`config.mk`:
```
export PLATFORM = sky130hd
export DESIGN_NAME = id_inst_buffer_flat
export DESIGN_NICKNAME = d
export VERILOG_FILES = /design/src/rtl/id_inst_buffer_pkg.sv /design/src/rtl/id_inst_buffer_if.sv /design/src/rtl/id_inst_buffer_br_predecode.sv /design/src/rtl/id_inst_buffer.sv /design/src/flat_wrapper.sv
export SDC_FILE = /design/constraint.sdc
export NUM_CORES = 1
export LEC_CHECK = 0
export CAP_MARGIN = 15
export CELL_PAD_IN_SITES_DETAIL_PLACEMENT = 1
export CELL_PAD_IN_SITES_GLOBAL_PLACEMENT = 2
export CORE_MARGIN = 4
export CORE_UTILIZATION = 38
export DETAILED_ROUTE_END_ITERATION = 12
export PLACE_DENSITY = 0.8
export SYNTH_ARGS = -nofsm -noshare
export SYNTH_HDL_FRONTEND = slang
export SYNTH_SLANG_ARGS = --single-unit
```
`constraint.sdc`:
```
create_clock -name clk -period 5.7 [get_ports clk]
set_input_delay 0.855 -clock clk [delete_from_list [all_inputs] [get_ports clk]]
set_output_delay 0.855 -clock clk [all_outputs]
set_load 0.01 [all_outputs]
```
`src/rtl/id_inst_buffer_pkg.sv`:
```
// id_inst_buffer_pkg: opcode/funct/rt constants shared with ID decode, buffer FSM states, entry type
package id_inst_buffer_pkg;
  localparam logic [5:0] OP_SPECIAL = 6'h00, OP_REGIMM = 6'h01, OP_J = 6'h02, OP_JAL = 6'h03;
  localparam logic [5:0] OP_BEQ = 6'h04, OP_BNE = 6'h05, OP_BLEZ = 6'h06, OP_BGTZ = 6'h07;
  localparam logic [5:0] FN_JR = 6'h08, FN_JALR = 6'h09;
  localparam logic [4:0] RT_BLTZ = 5'h00, RT_BGEZ = 5'h01, RT_BLTZAL = 5'h10, RT_BGEZAL = 5'h11;
  typedef enum logic {NORMAL, WAIT_SLOT} ibuf_state_t;
  typedef struct packed {
    logic [31:0] pc;
    logic [31:0] inst;
    logic        delay_slot;
  } ibuf_entry_t;
endpackage

```
`src/rtl/id_inst_buffer_if.sv`:
```
// id_inst_buffer_if: cache-return / decoder handshake bundle; master = fetch+decode side, slave = buffer
interface id_inst_buffer_if #(parameter int PC_W = 32, parameter int INST_W = 32, parameter int CNT_W = 3);
  logic              in_valid;
  logic [PC_W-1:0]   in_pc;
  logic [INST_W-1:0] in_inst;
  logic              in_ack;
  logic              out_valid;
  logic [PC_W-1:0]   out_pc;
  logic [INST_W-1:0] out_inst;
  logic              out_delay_slot;
  logic              out_ready;
  logic              flush;
  logic              redirect;
  logic [CNT_W-1:0]  count;
  modport master (output in_valid, in_pc, in_inst, out_ready, flush, redirect,
                  input in_ack, out_valid, out_pc, out_inst, out_delay_slot, count);
  modport slave (input in_valid, in_pc, in_inst, out_ready, flush, redirect,
                 output in_ack, out_valid, out_pc, out_inst, out_delay_slot, count);
endinterface

```
`src/rtl/id_inst_buffer_br_predecode.sv`:
```
// br_predecode: flags branch/jump instructions so the following entry can be marked as a delay slot
module br_predecode
  import id_inst_buffer_pkg::*;
(
  input  logic [31:0] inst,
  output logic        is_ctrl_transfer
);
  logic [5:0] op, fn;
  logic [4:0] rt;
  logic unused_bits;
  assign op = inst[31:26];
  assign rt = inst[20:16];
  assign fn = inst[5:0];
  assign unused_bits = ^{inst[25:21], inst[15:6]};
  assign is_ctrl_transfer = (op inside {OP_J, OP_JAL, OP_BEQ, OP_BNE, OP_BLEZ, OP_BGTZ})
                          | (op == OP_REGIMM && (rt inside {RT_BLTZ, RT_BGEZ, RT_BLTZAL, RT_BGEZAL}))
                          | (op == OP_SPECIAL && (fn inside {FN_JR, FN_JALR}));
endmodule

```
`src/rtl/id_inst_buffer.sv`:
```
// id_inst_buffer: DEPTH-entry {pc, inst, delay_slot} FIFO between icache return and ID decode.
// Define IBUF_BYPASS_EN to let a push into an empty buffer reach out_* in the same cycle.
module id_inst_buffer
  import id_inst_buffer_pkg::*;
#(
  parameter int DEPTH = 4,
  parameter int PC_W = 32,
  parameter int INST_W = 32,
  parameter logic [PC_W-1:0] RESET_PC = 32'hbfc00000
) (
  input logic clk,
  input logic resetn,
  id_inst_buffer_if.slave bus
);
  localparam int PTR_W = $clog2(DEPTH);
  localparam int CNT_W = PTR_W + 1;
  localparam logic [CNT_W-1:0] FULL_CNT = CNT_W'(DEPTH);
  logic [PC_W-1:0]   pc_mem [DEPTH];
  logic [INST_W-1:0] inst_mem [DEPTH];
  logic [DEPTH-1:0]  ds_mem;
  logic [PTR_W-1:0]  rd_ptr, wr_ptr, nxt_ptr;
  logic [CNT_W-1:0]  cnt;
  ibuf_state_t       state;
  logic last_br, is_br, empty, full, ack, push, pop, byp, wr, rd, vld, in_ds, slot_next;
  br_predecode u_pre (.inst(bus.in_inst), .is_ctrl_transfer(is_br));
  assign empty = cnt == '0;
  assign full = cnt == FULL_CNT;
  assign ack = resetn & !full & !bus.flush & !bus.redirect;
  assign push = bus.in_valid & ack;
`ifdef IBUF_BYPASS_EN
  assign byp = empty & push & (state == NORMAL);
`else
  assign byp = 1'b0;
`endif
  assign vld = !empty | byp;
  assign pop = vld & bus.out_ready;
  // a bypassed entry consumed in its own cycle never touches storage
  assign wr = push & !(byp & bus.out_ready);
  assign rd = pop & !byp;
  assign in_ds = (state == WAIT_SLOT) | last_br;
  assign nxt_ptr = rd_ptr + 1'b1;
  assign slot_next = (cnt > CNT_W'(1)) & ds_mem[nxt_ptr];
  assign bus.in_ack = ack;
  assign bus.out_valid = vld;
  assign bus.out_pc = !vld ? RESET_PC : byp ? bus.in_pc : pc_mem[rd_ptr];
  assign bus.out_inst = !vld ? '0 : byp ? bus.in_inst : inst_mem[rd_ptr];
  assign bus.out_delay_slot = vld & (byp ? in_ds : ds_mem[rd_ptr]);
  assign bus.count = cnt;
  always_ff @(posedge clk)
    if (wr) begin
      pc_mem[wr_ptr] <= bus.in_pc;
      inst_mem[wr_ptr] <= bus.in_inst;
      ds_mem[wr_ptr] <= in_ds;
    end
  always_ff @(posedge clk or negedge resetn)
    if (!resetn) begin
      cnt <= '0;
      rd_ptr <= '0;
      wr_ptr <= '0;
      last_br <= 1'b0;
      state <= NORMAL;
    end else if (bus.flush) begin
      cnt <= '0;
      rd_ptr <= '0;
      wr_ptr <= '0;
      last_br <= 1'b0;
      state <= NORMAL;
    end else if (bus.redirect) begin
      last_br <= 1'b0;
      // keep only the delay slot sitting right behind the branch, else wait for it to arrive
      rd_ptr <= slot_next ? nxt_ptr : wr_ptr;
      wr_ptr <= slot_next ? nxt_ptr + 1'b1 : wr_ptr;
      cnt <= slot_next ? CNT_W'(1) : '0;
      state <= slot_next ? NORMAL : WAIT_SLOT;
    end else begin
      if (wr) wr_ptr <= wr_ptr + 1'b1;
      if (rd) rd_ptr <= nxt_ptr;
      cnt <= cnt + CNT_W'(wr) - CNT_W'(rd);
      if (push) begin
        last_br <= (state == NORMAL) & is_br;
        state <= NORMAL;
      end
    end
endmodule

```
`src/flat_wrapper.sv`:
```
// flat-port wrapper written by rule: the top's interface ports become plain ports
module id_inst_buffer_flat import id_inst_buffer_pkg::*;
#(
  parameter int DEPTH = 4,
  parameter int PC_W = 32,
  parameter int INST_W = 32,
  parameter logic [PC_W-1:0] RESET_PC = 32'hbfc00000
)
  (clk, resetn, bus_in_valid, bus_in_pc, bus_in_inst, bus_out_ready, bus_flush, bus_redirect, bus_in_ack, bus_out_valid, bus_out_pc, bus_out_inst, bus_out_delay_slot, bus_count);
  id_inst_buffer_if #(.PC_W(PC_W), .INST_W(INST_W), .CNT_W(3)) bus_i ();
  input logic clk;
  input logic resetn;
  input wire logic [$bits(bus_i.in_valid)-1:0] bus_in_valid;
  input wire logic [$bits(bus_i.in_pc)-1:0] bus_in_pc;
  input wire logic [$bits(bus_i.in_inst)-1:0] bus_in_inst;
  input wire logic [$bits(bus_i.out_ready)-1:0] bus_out_ready;
  input wire logic [$bits(bus_i.flush)-1:0] bus_flush;
  input wire logic [$bits(bus_i.redirect)-1:0] bus_redirect;
  output wire logic [$bits(bus_i.in_ack)-1:0] bus_in_ack;
  output wire logic [$bits(bus_i.out_valid)-1:0] bus_out_valid;
  output wire logic [$bits(bus_i.out_pc)-1:0] bus_out_pc;
  output wire logic [$bits(bus_i.out_inst)-1:0] bus_out_inst;
  output wire logic [$bits(bus_i.out_delay_slot)-1:0] bus_out_delay_slot;
  output wire logic [$bits(bus_i.count)-1:0] bus_count;
  assign bus_i.in_valid = bus_in_valid;
  assign bus_i.in_pc = bus_in_pc;
  assign bus_i.in_inst = bus_in_inst;
  assign bus_i.out_ready = bus_out_ready;
  assign bus_i.flush = bus_flush;
  assign bus_i.redirect = bus_redirect;
  assign bus_in_ack = bus_i.in_ack;
  assign bus_out_valid = bus_i.out_valid;
  assign bus_out_pc = bus_i.out_pc;
  assign bus_out_inst = bus_i.out_inst;
  assign bus_out_delay_slot = bus_i.out_delay_slot;
  assign bus_count = bus_i.count;
  id_inst_buffer #(.DEPTH(DEPTH), .PC_W(PC_W), .INST_W(INST_W), .RESET_PC(RESET_PC)) u_core (.clk(clk), .resetn(resetn), .bus(bus_i));
endmodule
```
## Word level (Yosys, flattened, before mapping)

Memories as Yosys holds them, arrays and structs flattened.
Index checks and enable logic that the tools add are counted.

- Bits in registers: 13
- Bits in writable memories: 256
- Input bits: 70
- Output and inout bits: 70
- Logic and storage cells: 89
- Memories kept: 2

- Add/subtract/negate cells: 5
- Order comparisons: 5
- Equal/unequal tests: 14
- Mux-type cells: 29
- Bitwise gates (word level): 12
- Reduce and logical (&&, ||, !) cells: 16

Memories:

| memory | depth | bits a word | rd ports | clocked after memory_dff | write ports | line | source |
|---|---|---|---|---|---|---|---|
| u_core.inst_mem | 4 | 32 | 1 | 0 | 1 | id_inst_buffer.sv:19 | `logic [INST_W-1:0] inst_mem [DEPTH];` |
| u_core.pc_mem | 4 | 32 | 1 | 0 | 1 | id_inst_buffer.sv:18 | `logic [PC_W-1:0] pc_mem [DEPTH];` |

Operators by type and width:

| kind | count |
|---|---|
| 32-bit 2-to-1 mux | 2 |
| 6-bit by 3-bit equality test with 1-bit output (second input constant) | 4 |
| 2-bit 2-to-1 mux | 8 |
| 1-bit 2-to-1 mux | 13 |
| 6-bit by 2-bit equality test with 1-bit output (second input constant) | 2 |
| 6-bit by 4-bit equality test with 1-bit output (second input constant) | 2 |
| 5-bit equality test (second input constant) | 2 |
| 2-bit by 3-bit less-than comparator with 1-bit output (second input constant) | 3 |
| 1-bit bitwise AND | 8 |
| 2-bit by 1-bit adder with 2-bit output (second input constant) | 3 |
| 6-bit by 1-bit equality test with 1-bit output (second input constant) | 1 |
| 6-bit logical NOT | 1 |
| 3-bit 2-to-1 mux | 2 |
| 3-bit nonzero test | 2 |
| 6-bit nonzero test | 1 |
| 5-bit by 1-bit equality test with 1-bit output (second input constant) | 1 |
| 5-bit logical NOT | 1 |
| 1-bit binary-select mux with 2-bit select | 2 |
| 4-bit bitwise mux | 1 |
| 1-bit logical NOT | 4 |
| 4-bit nonzero test | 1 |
| 3-bit by 1-bit adder with 3-bit output | 1 |
| 3-bit equality test (second input constant) | 1 |
| 3-bit by 1-bit greater-than comparator with 1-bit output (second input constant) | 1 |
| 10 further kinds | 14 |

## Logic depth before layout (Yosys ltp)

Gate-level depths: netlist (run 1).

- Word-level depth: 10
- Gate-level depth with buffers: 11
- Depth with buffers taken out: 11

## Modules after synthesis

A second synthesis (run 1) with hierarchy kept.

- Cell total of the unflattened synthesis: 501
- Area total of the unflattened synthesis: 10,635.2 um^2

Modules (own cells, without submodules):

| module | times used | cells each | area an instance (um^2) | seq. area each (um^2) |
|---|---|---|---|---|
| id_inst_buffer | 1 | 496 | 10,591.4 | 8,032.7 |
| br_predecode | 1 | 5 | 43.8 | 0.0 |

## Least setup slack after synthesis (run 1)

No wires, ideal clock.

- Path kind: input -> register
- Start: in bus_redirect
- End: reg u_core.ds_mem[2], enable pin
- Setup time: 0.582 ns
- Data arrival time: 6.143 ns
- Data required time: 5.118 ns
- Setup slack: -1.024 ns
- Cell stages on the path: 5
- Path buffers: 1
- Cells stage by stage: buf_4 nor2_4 o311a_4 nand2_4 nor3b_1

- Word-level cells in the longest chain between the ends: 3

Ends and longest elaborated chain:

| what | line | source |
|---|---|---|
| start, declared | flat_wrapper.sv:18 | `input wire logic [$bits(bus_i.redirect)-1:0] bus_redirect;` |
| 1-bit logical NOT | id_inst_buffer.sv:28 | `assign ack = resetn & !full & !bus.flush & !bus.redirect;` |
| 1-bit bitwise AND | id_inst_buffer.sv:28 |  |
| named net bus_in_ack | flat_wrapper.sv:19 | `output wire logic [$bits(bus_i.in_ack)-1:0] bus_in_ack;` |
| 1-bit bitwise AND | id_inst_buffer.sv:29 | `assign push = bus.in_valid & ack;` |
| end signal, assigned by index | id_inst_buffer.sv:53 | `ds_mem[wr_ptr] <= in_ds;` |
| end, declared | id_inst_buffer.sv:20 | `logic [DEPTH-1:0] ds_mem;` |

The timed path passes the listed nets, and every way through them passes these cells.
A chain may end at the register's enable or synchronous reset.

## Final worst setup path (run 1)

- Start: reg u_core.rd_ptr[0]
- End: out bus_out_inst[1]

- Word-level cells in the longest chain between the ends: 2

Ends and longest elaborated chain:

| what | line | source |
|---|---|---|
| start, declared | id_inst_buffer.sv:21 | `logic [PTR_W-1:0] rd_ptr, wr_ptr, nxt_ptr;` |
| start signal, assigned | id_inst_buffer.sv:71 | `rd_ptr <= slot_next ? nxt_ptr : wr_ptr;` |
| start signal, assigned | id_inst_buffer.sv:77 | `if (rd) rd_ptr <= nxt_ptr;` |
| memory read 4 x 32 bit | -- |  |
| 32-bit 2-to-1 mux | id_inst_buffer.sv:46 | `assign bus.out_inst = !vld ? '0 : byp ? bus.in_inst : inst_mem[rd_ptr];` |
| end, declared | flat_wrapper.sv:22 | `output wire logic [$bits(bus_i.out_inst)-1:0] bus_out_inst;` |

No other way between the ends.

==> metrics.md, run 1 <==
| Metric | Value |
|---|---|
| Setup repair after global routing missed its margin | false |
| Layout area overhead | 25.8% |
| EDFF count, synth | 260 |
| Mux share of post-synthesis cell area | 13.7% |
| Cell-internal power | between 3000 and 4000 uW |
| Register area share after synthesis | 76.1% |
| Critical path launch point type | register |
| Largest family of logic cells by synthesized area | multiplexers |
| Initial antenna violation count | 0 |
| # IOs | 140 |
| Top cell family by delay on the critical path | flip-flops |
| Post-Syn Instances | roughly 500 |
| Worst-Skew Late Latency | 0.53 ns |
| Area share of fa/ha/maj cells after synthesis | 0.664% |
| Setup Skew | 0.0120 ns |
| Slew Viols, Final | 0 |
| Run status | finished, final reports clean |
| Synth cell types | between 40 and 50 |
| NetSw | 905 uW |
| CP max FO | 40 |
| # clock sinks | approximately 270 |
| Fin crit share | 68.9% |
| Post-Syn Nets | roughly 580 |
| WP data arrival | 3.07 ns |
| Final worst path period need | 3.93 ns |
| Fillers | between 2000 and 2500 |
| Final WL | approximately 23 mm |
| Comb power frac | 8.6% |
| Design area | ~13000 sq um |
| Worst relative slew slack | between 20% and 30% |
| Ys Warns | 0 |
| CP Class | register to output port |
| Largest net degree at the start of global routing | 76 |
| Post-place setup slack | 2.21 ns |
| Cell Area, Synth | 10600 sq um |
| Core ar. | 27100 sq um |
| Final setup fails | 0 |
| Slowest-stage cell, CP | dfrtp_4 |
| Chip height | approximately 170 microns |
| Post_cts resized | 0 |
| Critical Path, Cell by Cell | buf_12 -> mux4_2 -> and2_1 -> clkdlybuf4s50_1 |
| Cell Rows | 60 |
| Cts-stage hold buffer count | 0 |
| Setup Buffers After CTS | 0 |
| First-pass GRT wire length | 34.9 mm |
| DP Area | 12400 sq um |
| Pwr dens | between 300 and 400 nW/um^2 |
| LEAKAGE | roughly 0.0042 uW |
| DRT iter0 DRCs | approximately 330 |
| Synth Flop Type | edfxtp_1 |
| R2r startpoint | u_core.bus.count[1]$_DFF_PN0_ |
| Nets | roughly 730 |
| Setup TNS | 0 ns |
| Tot GR Track Use | 14.8% |
| Post-DR vias/cell | 5.05 |
| Worst Path Required | roughly 4.9 ns |
| Asr flop ratio synth | 3.35% |
| Pwr Total | roughly 4400 uW |
| Worst R2R Path Depth | 12 |
| Sw Share | 20.7% |
| Clock network fraction of design power | 40.5% |
| Layout cell share with drive strength beyond 1 | 18.7% |
| Final Hold Viols | 0 |
| HPWL Detailed | 13.8 mm |
| Vias in the first global route | 5873 |
| R2r endpoint | u_core.bus.count[2]$_DFF_PN0_ |
| Syn Area/Cell | 21.1 sq um |
| WHS Endpoint | u_core.last_br$_DFFE_PN0P_ |
| Maximum clock rate | roughly 250 MHz |
| Max_cap viols | 0 |
| Reg power frac | 50.8% |
| Worst hold path cell count | 2 |
| DRC | 0 |
| H-Tree Depth | 1 |
| Slowest stage delay, CP | a little under 0.9 ns |
| Final core occ | between 40% and 50% |
| Post-Synth XOR/XNOR Area | 0.249% |
| Clock-pin transition on the worst setup and hold timing paths | 0.06 ns |
| R2r setup slk | 2.64 ns |
| Worst hold path class | register to register |
| Max IR drop VDD | 0.160 mV |
| Total vias in the final route | 5275 |
| Ant. Diodes | 0 |
| Hold path start | u_core.last_br$_DFFE_PN0P_ |
| Placer Congestion | ~0.73 |
| DR pass1 iterations | 4 |
| Root buf cell | clkbuf_16 |
| Bufs on Longest Clock Path | 3 |
| Worst Setup End Kind | output port |
| Cts bufs inserted | 28 |
| I/O Buffers | around 140 |
| Die width | 175 microns |
| Gr ovfl total | 0 |
| Compound-Gate Fraction of Synth Area | under 10% |
| Initial core utilization | 38.9% |
| Die area | 30500 sq um |
| Worst path bufs/invs | 2 |
| Post-route ant nets | 0 |
| Worst slew pin tran | 1.10 ns |
| Synth Area in Simple Gates | 5.77% |
| Final worst slack | 1.77 ns |
| Synth Register Bits | approximately 270 |
| Routed length per instance | 21.7 microns |
| TritonCTS clock tree | built |
[cells by family after synthesis]
family                     Yosys count
AOI/OAI and AO/OA                   22
and+or+nand+nor                    102
DFF                                269
adders and majority gates            5
muxes                               64
xor gates and xnor gates             3
buffers and inverters               36
[how the worst max path moves through the flow]
stage                                       from                             to  slack, ns  depth (start not counted)
finish              u_core.rd_ptr[0]$_DFFE_PN0P_                bus_out_inst[1]       1.77                          4
global route        u_core.rd_ptr[0]$_DFFE_PN0P_                 bus_out_pc[30]       1.56                          4
CTS                 u_core.rd_ptr[0]$_DFFE_PN0P_                 bus_out_pc[30]       1.68                          4
detailed placement                        resetn  u_core.pc_mem[3][3]$_DFFE_PP_       2.21                          5
global placement    u_core.rd_ptr[0]$_DFFE_PN0P_               bus_out_inst[18]       2.26                          4
floorplan                           bus_redirect     u_core.ds_mem[1]$_DFFE_PP_       0.98                          7
[metal layers]
| layer | track usage [%] | up-vias | part of all wire [%] |
|---|---|---|---|
| met5 | 0 | - | 0 |
| met2 | 26.9 | 160 | 52 |
| li1 | - | 2326 | - |
| met1 | 18.6 | 2759 | 41 |
| met3 | 2.99 | 30 | 5.2 |
| met4 | 2.98 | 0 | 1.4 |
[cell usage in the layout, fill, tap and decap left out, types with 2 or more instances in the layout]
cell type and n:
nor4b_1 2, bufinv_16 3, nand3_1 3, and2_1 55, clkinv_1 7, dfrtp_4 2, nor3_1 6, buf_4 7
clkinv_2 2, xnor2_1 3, clkinvlp_4 4, ha_1 4, or2_1 8, mux4_2 64, inv_1 7, nand2_1 9
a211oi_1 3, o21ai_0 3, clkbuf_1 7, nor2_4 2, or2_2 2, clkdlybuf4s50_1 139, nand2b_1 2, dfrtp_1 7
edfxtp_1 260, a21oi_1 2, nor2_1 5, clkbuf_16 29
[worst min-delay path: cells and delay by family, from the launching register on]
kind	cells	cell delay, ns
DFF	1	0.35
AOI/OAI and AO/OA	1	0.08
and+or+nand+nor	1	0.07
[per-stage QoR]
stage,hold WS [ns],instances
after floorplan,0.462,501
after global placement,0.541,994
after detailed placement,0.542,994
after CTS,0.559,1045
after global routing,0.571,1045
final,0.538,1045
[Yosys cell counts (3+ instances only)]
library cell	count	area share (%)
edfxtp_1	260	74
mux4_2	64	14
and2_1	55	3.3
clkbuf_1	9	0.32
dfrtp_1	9	2.1
nand2_1	9	0.32
buf_4	8	0.57
inv_1	8	0.28
or2_1	8	0.47
nor3_1	7	0.33
nor2_1	6	0.21
buf_2	5	0.24
ha_1	4	0.47
a211oi_1	3	0.21
nand3_1	3	0.14
o21ai_0	3	0.14
xnor2_1	3	0.25
[sequential cells by signal, summed over array words and instances (netlist names)]
name,cells
u_core.state,1
u_core.ds_mem,4
u_core.rd_ptr,2
u_core.wr_ptr,2
u_core.last_br,1
u_core.inst_mem,128
u_core.pc_mem,128
u_core.bus.count,3
[power groups by stage]
| stage | Clock [uW] | Sequential (uW) | Combinational, uW |
|---|---|---|---|
| 2_1_floorplan | 0 | 2240 | 207 |
| 3_3_place_gp | 0 | 2260 | 375 |
| 3_5_place_dp | 0 | 2260 | 385 |
| 4_1_cts | 1830 | 2220 | 387 |
| 5_1_grt | 1910 | 2230 | 409 |
| 6_report | 1770 | 2220 | 377 |
[cell type report]
type,count,area (sq um),share of cell area (%)
Clock buffer,36,752,5.66
Clock inverter,15,153,1.15
Inverter,10,42.5,0.320
Multi-Input combinational cell,196,2360,17.8
Sequential cell,269,8040,60.5
Tap cell,372,465,3.50
Timing Repair Buffer,147,1460,11.0
(Power assumes the default switching activity.)
==> inputs of run 2 (changes only) <==
- CORE_UTILIZATION: 38 -> 40
- clock period: 5.7 -> 3.72 ns (I/O delays scaled with it)
==> run 2 against run 1 <==
Net effect: critical path type unchanged; highest routed layer unchanged; non-clock buffer count is 6 higher; clock skew up 0.0051 ns; setup slack got worse by 1.5 ns.
==> metrics.md, run 2 (synthesized netlist as in run 1, its figures left out) <==
| Metric | Value |
|---|---|
| Run status | finished, final reports clean |
| Final WL | 22.6 mm |
| Worst relative slew slack | 53.7% |
| Regs by FF count | u_core.inst_mem: 128 flops, u_core.pc_mem: 128 flops, u_core.ds_mem: 4 flops |
| Critical path launch point type | register |
| First-pass GRT wire length | 35.3 mm |
| R2r endpoint | u_core.bus.count[2]$_DFF_PN0_ |
| Largest net degree at the start of global routing | 66 |
| Max IR drop VDD | ~0.26 mV |
| Nets | 733 |
| Final Hold Viols | 0 |
| Worst R2R Path Depth | 11 |
| Post-DR vias/cell | 5.17 |
| R2r startpoint | u_core.bus.count[1]$_DFF_PN0_ |
| Total vias in the final route | 5232 |
| Worst Path Required | 3.16 ns |
| Routed length per instance | 22.3 microns |
| Most common cell after layout, fill and taps aside | edfxtp_1 |
| Setup Skew | 0.0171 ns |
| Final worst path period need | 3.45 ns |
| TritonCTS clock tree | built |
| I/O Buffers | 139 |
| DR pass1 iterations | 4 |
| CP Class | register to output port |
| Post-route ant nets | 0 |
| Setup Buffers After CTS | 0 |
| Initial core utilization | 40.6% |
| Most frequent cells in the layout | edfxtp_1, clkdlybuf4s50_1, mux4_2, and2_1, clkbuf_16 |
| DRT iter0 DRCs | 383 |
| Die area | approximately 29000 sq um |
| R2r setup slk | 1.28 ns |
| Worst-Skew Late Latency | 0.53 ns |
| Root buf cell | clkbuf_16 |
| Bufs on Longest Clock Path | 3 |
| Slew Viols, Final | 0 |
| Worst Setup End Kind | output port |
| DRC | 0 |
| Setup TNS | 0 ns |
| Core ar. | 26000 sq um |
| HPWL Detailed | between 10 and 15 mm |
| Chip height | 170 microns |
| # clock sinks | 269 |
| Final worst slack | 0.266 ns |
| Vias in the first global route | between 6000 and 7000 |
| Pwr dens | 508 nW/um^2 |
| Tot GR Track Use | about 16% |
| LEAKAGE | between 0.004 and 0.005 uW |
| Final hold slack | 0.346 ns |
| CP max FO | 28 |
| Worst slew pin tran | 0.694 ns |
| Cts bufs inserted | 28 |
| Worst hold path class | input pin to async pin |
| WP data arrival | 2.90 ns |
| Post-place setup slack | just under 0.7 ns |
| Max_cap viols | 0 |
| Die width | 170 microns |
| Setup repair after global routing missed its margin | false |
| Layout area overhead | 26.2% |
| # IOs | 140 |
| Placer Congestion | approximately 0.7 |
| Cell Rows | between 50 and 60 |
| Fin crit share | approximately 93% |
| Initial antenna violation count | 0 |
| Cts-stage hold buffer count | 0 |
| H-Tree Depth | 1 |
| Final setup fails | 0 |
| Layout cell share with drive strength beyond 1 | roughly a fifth |
| Clock-pin transition on the worst setup and hold timing paths | approximately 0.060 ns |
| Gr ovfl total | 0 |
| Crit path from | u_core.rd_ptr[0]$_DFFE_PN0P_ |
| Final core occ | 51.3% |
| Maximum clock rate | 290 MHz |
| Ant. Diodes | 0 |
| Post_cts resized | 0 |
[run 2: cell count changes in the layout (fill, tap and decap cells not counted), sizes merged]
| cell | change |
|---|---|
| clkinvlp | -1 |
| clkbuf | -2 |
| bufinv | +1 |
| buf | +6 |
[run 2: final cells by class]
type,instances,area (sq um)
clock buffer,34,744
clock inverter,15,178
multi-input combinational,196,2360
timing repair buffer,153,1530
tap,335,419
inverter,10,42.5
fill,2352,12700
sequential,269,8040
[run 2: metrics by stage]
| step | cell area [sq um] | power (uW) | cells |
|---|---|---|---|
| global placement | 12400 | 4050 | 963 |
| floorplan | 10600 | 3750 | 501 |
| CTS | 13300 | 6860 | 1012 |
| detailed placement | 12400 | 4070 | 963 |
| finish | 13300 | 6760 | 1012 |
| global route | 13300 | 7040 | 1012 |
[run 2: worst max path at each step]
stage / to / slack, ns / cells after the start
final: bus_out_inst[16] / 0.27 / 4
after global routing: bus_out_pc[31] / 0.11 / 4
after CTS: bus_out_inst[16] / 0.19 / 4
after detailed placement: u_core.pc_mem[3][31]$_DFFE_PP_ / 0.70 / 6
after global placement: u_core.pc_mem[3][24]$_DFFE_PP_ / 0.75 / 6
after floorplan: u_core.ds_mem[1]$_DFFE_PP_ / 0.37 / 7
[run 2: layer usage]
metal,vias up,routed length [microns],global-route usage [%]
li1,2333,-,-
met1,2723,9490,21.1
met2,153,11400,27.4
met3,23,1330,2.74
met4,0,311,3.37
met5,-,0,0
[run 2: power by group]
group	leakage [uW]	internal (uW)	switching, uW
logic	0.00131	332	266
registers	0.00246	3350	37.6
clock network	0.000442	1690	1080
total	0.00421	5380	1390
[run 2: critical path, stage by stage (launching register included)]
cell	delay, ns
dfrtp_4	0.75
buf_4	0.40
mux4_2	0.56
and2_1	0.18
clkdlybuf4s50_1	0.47
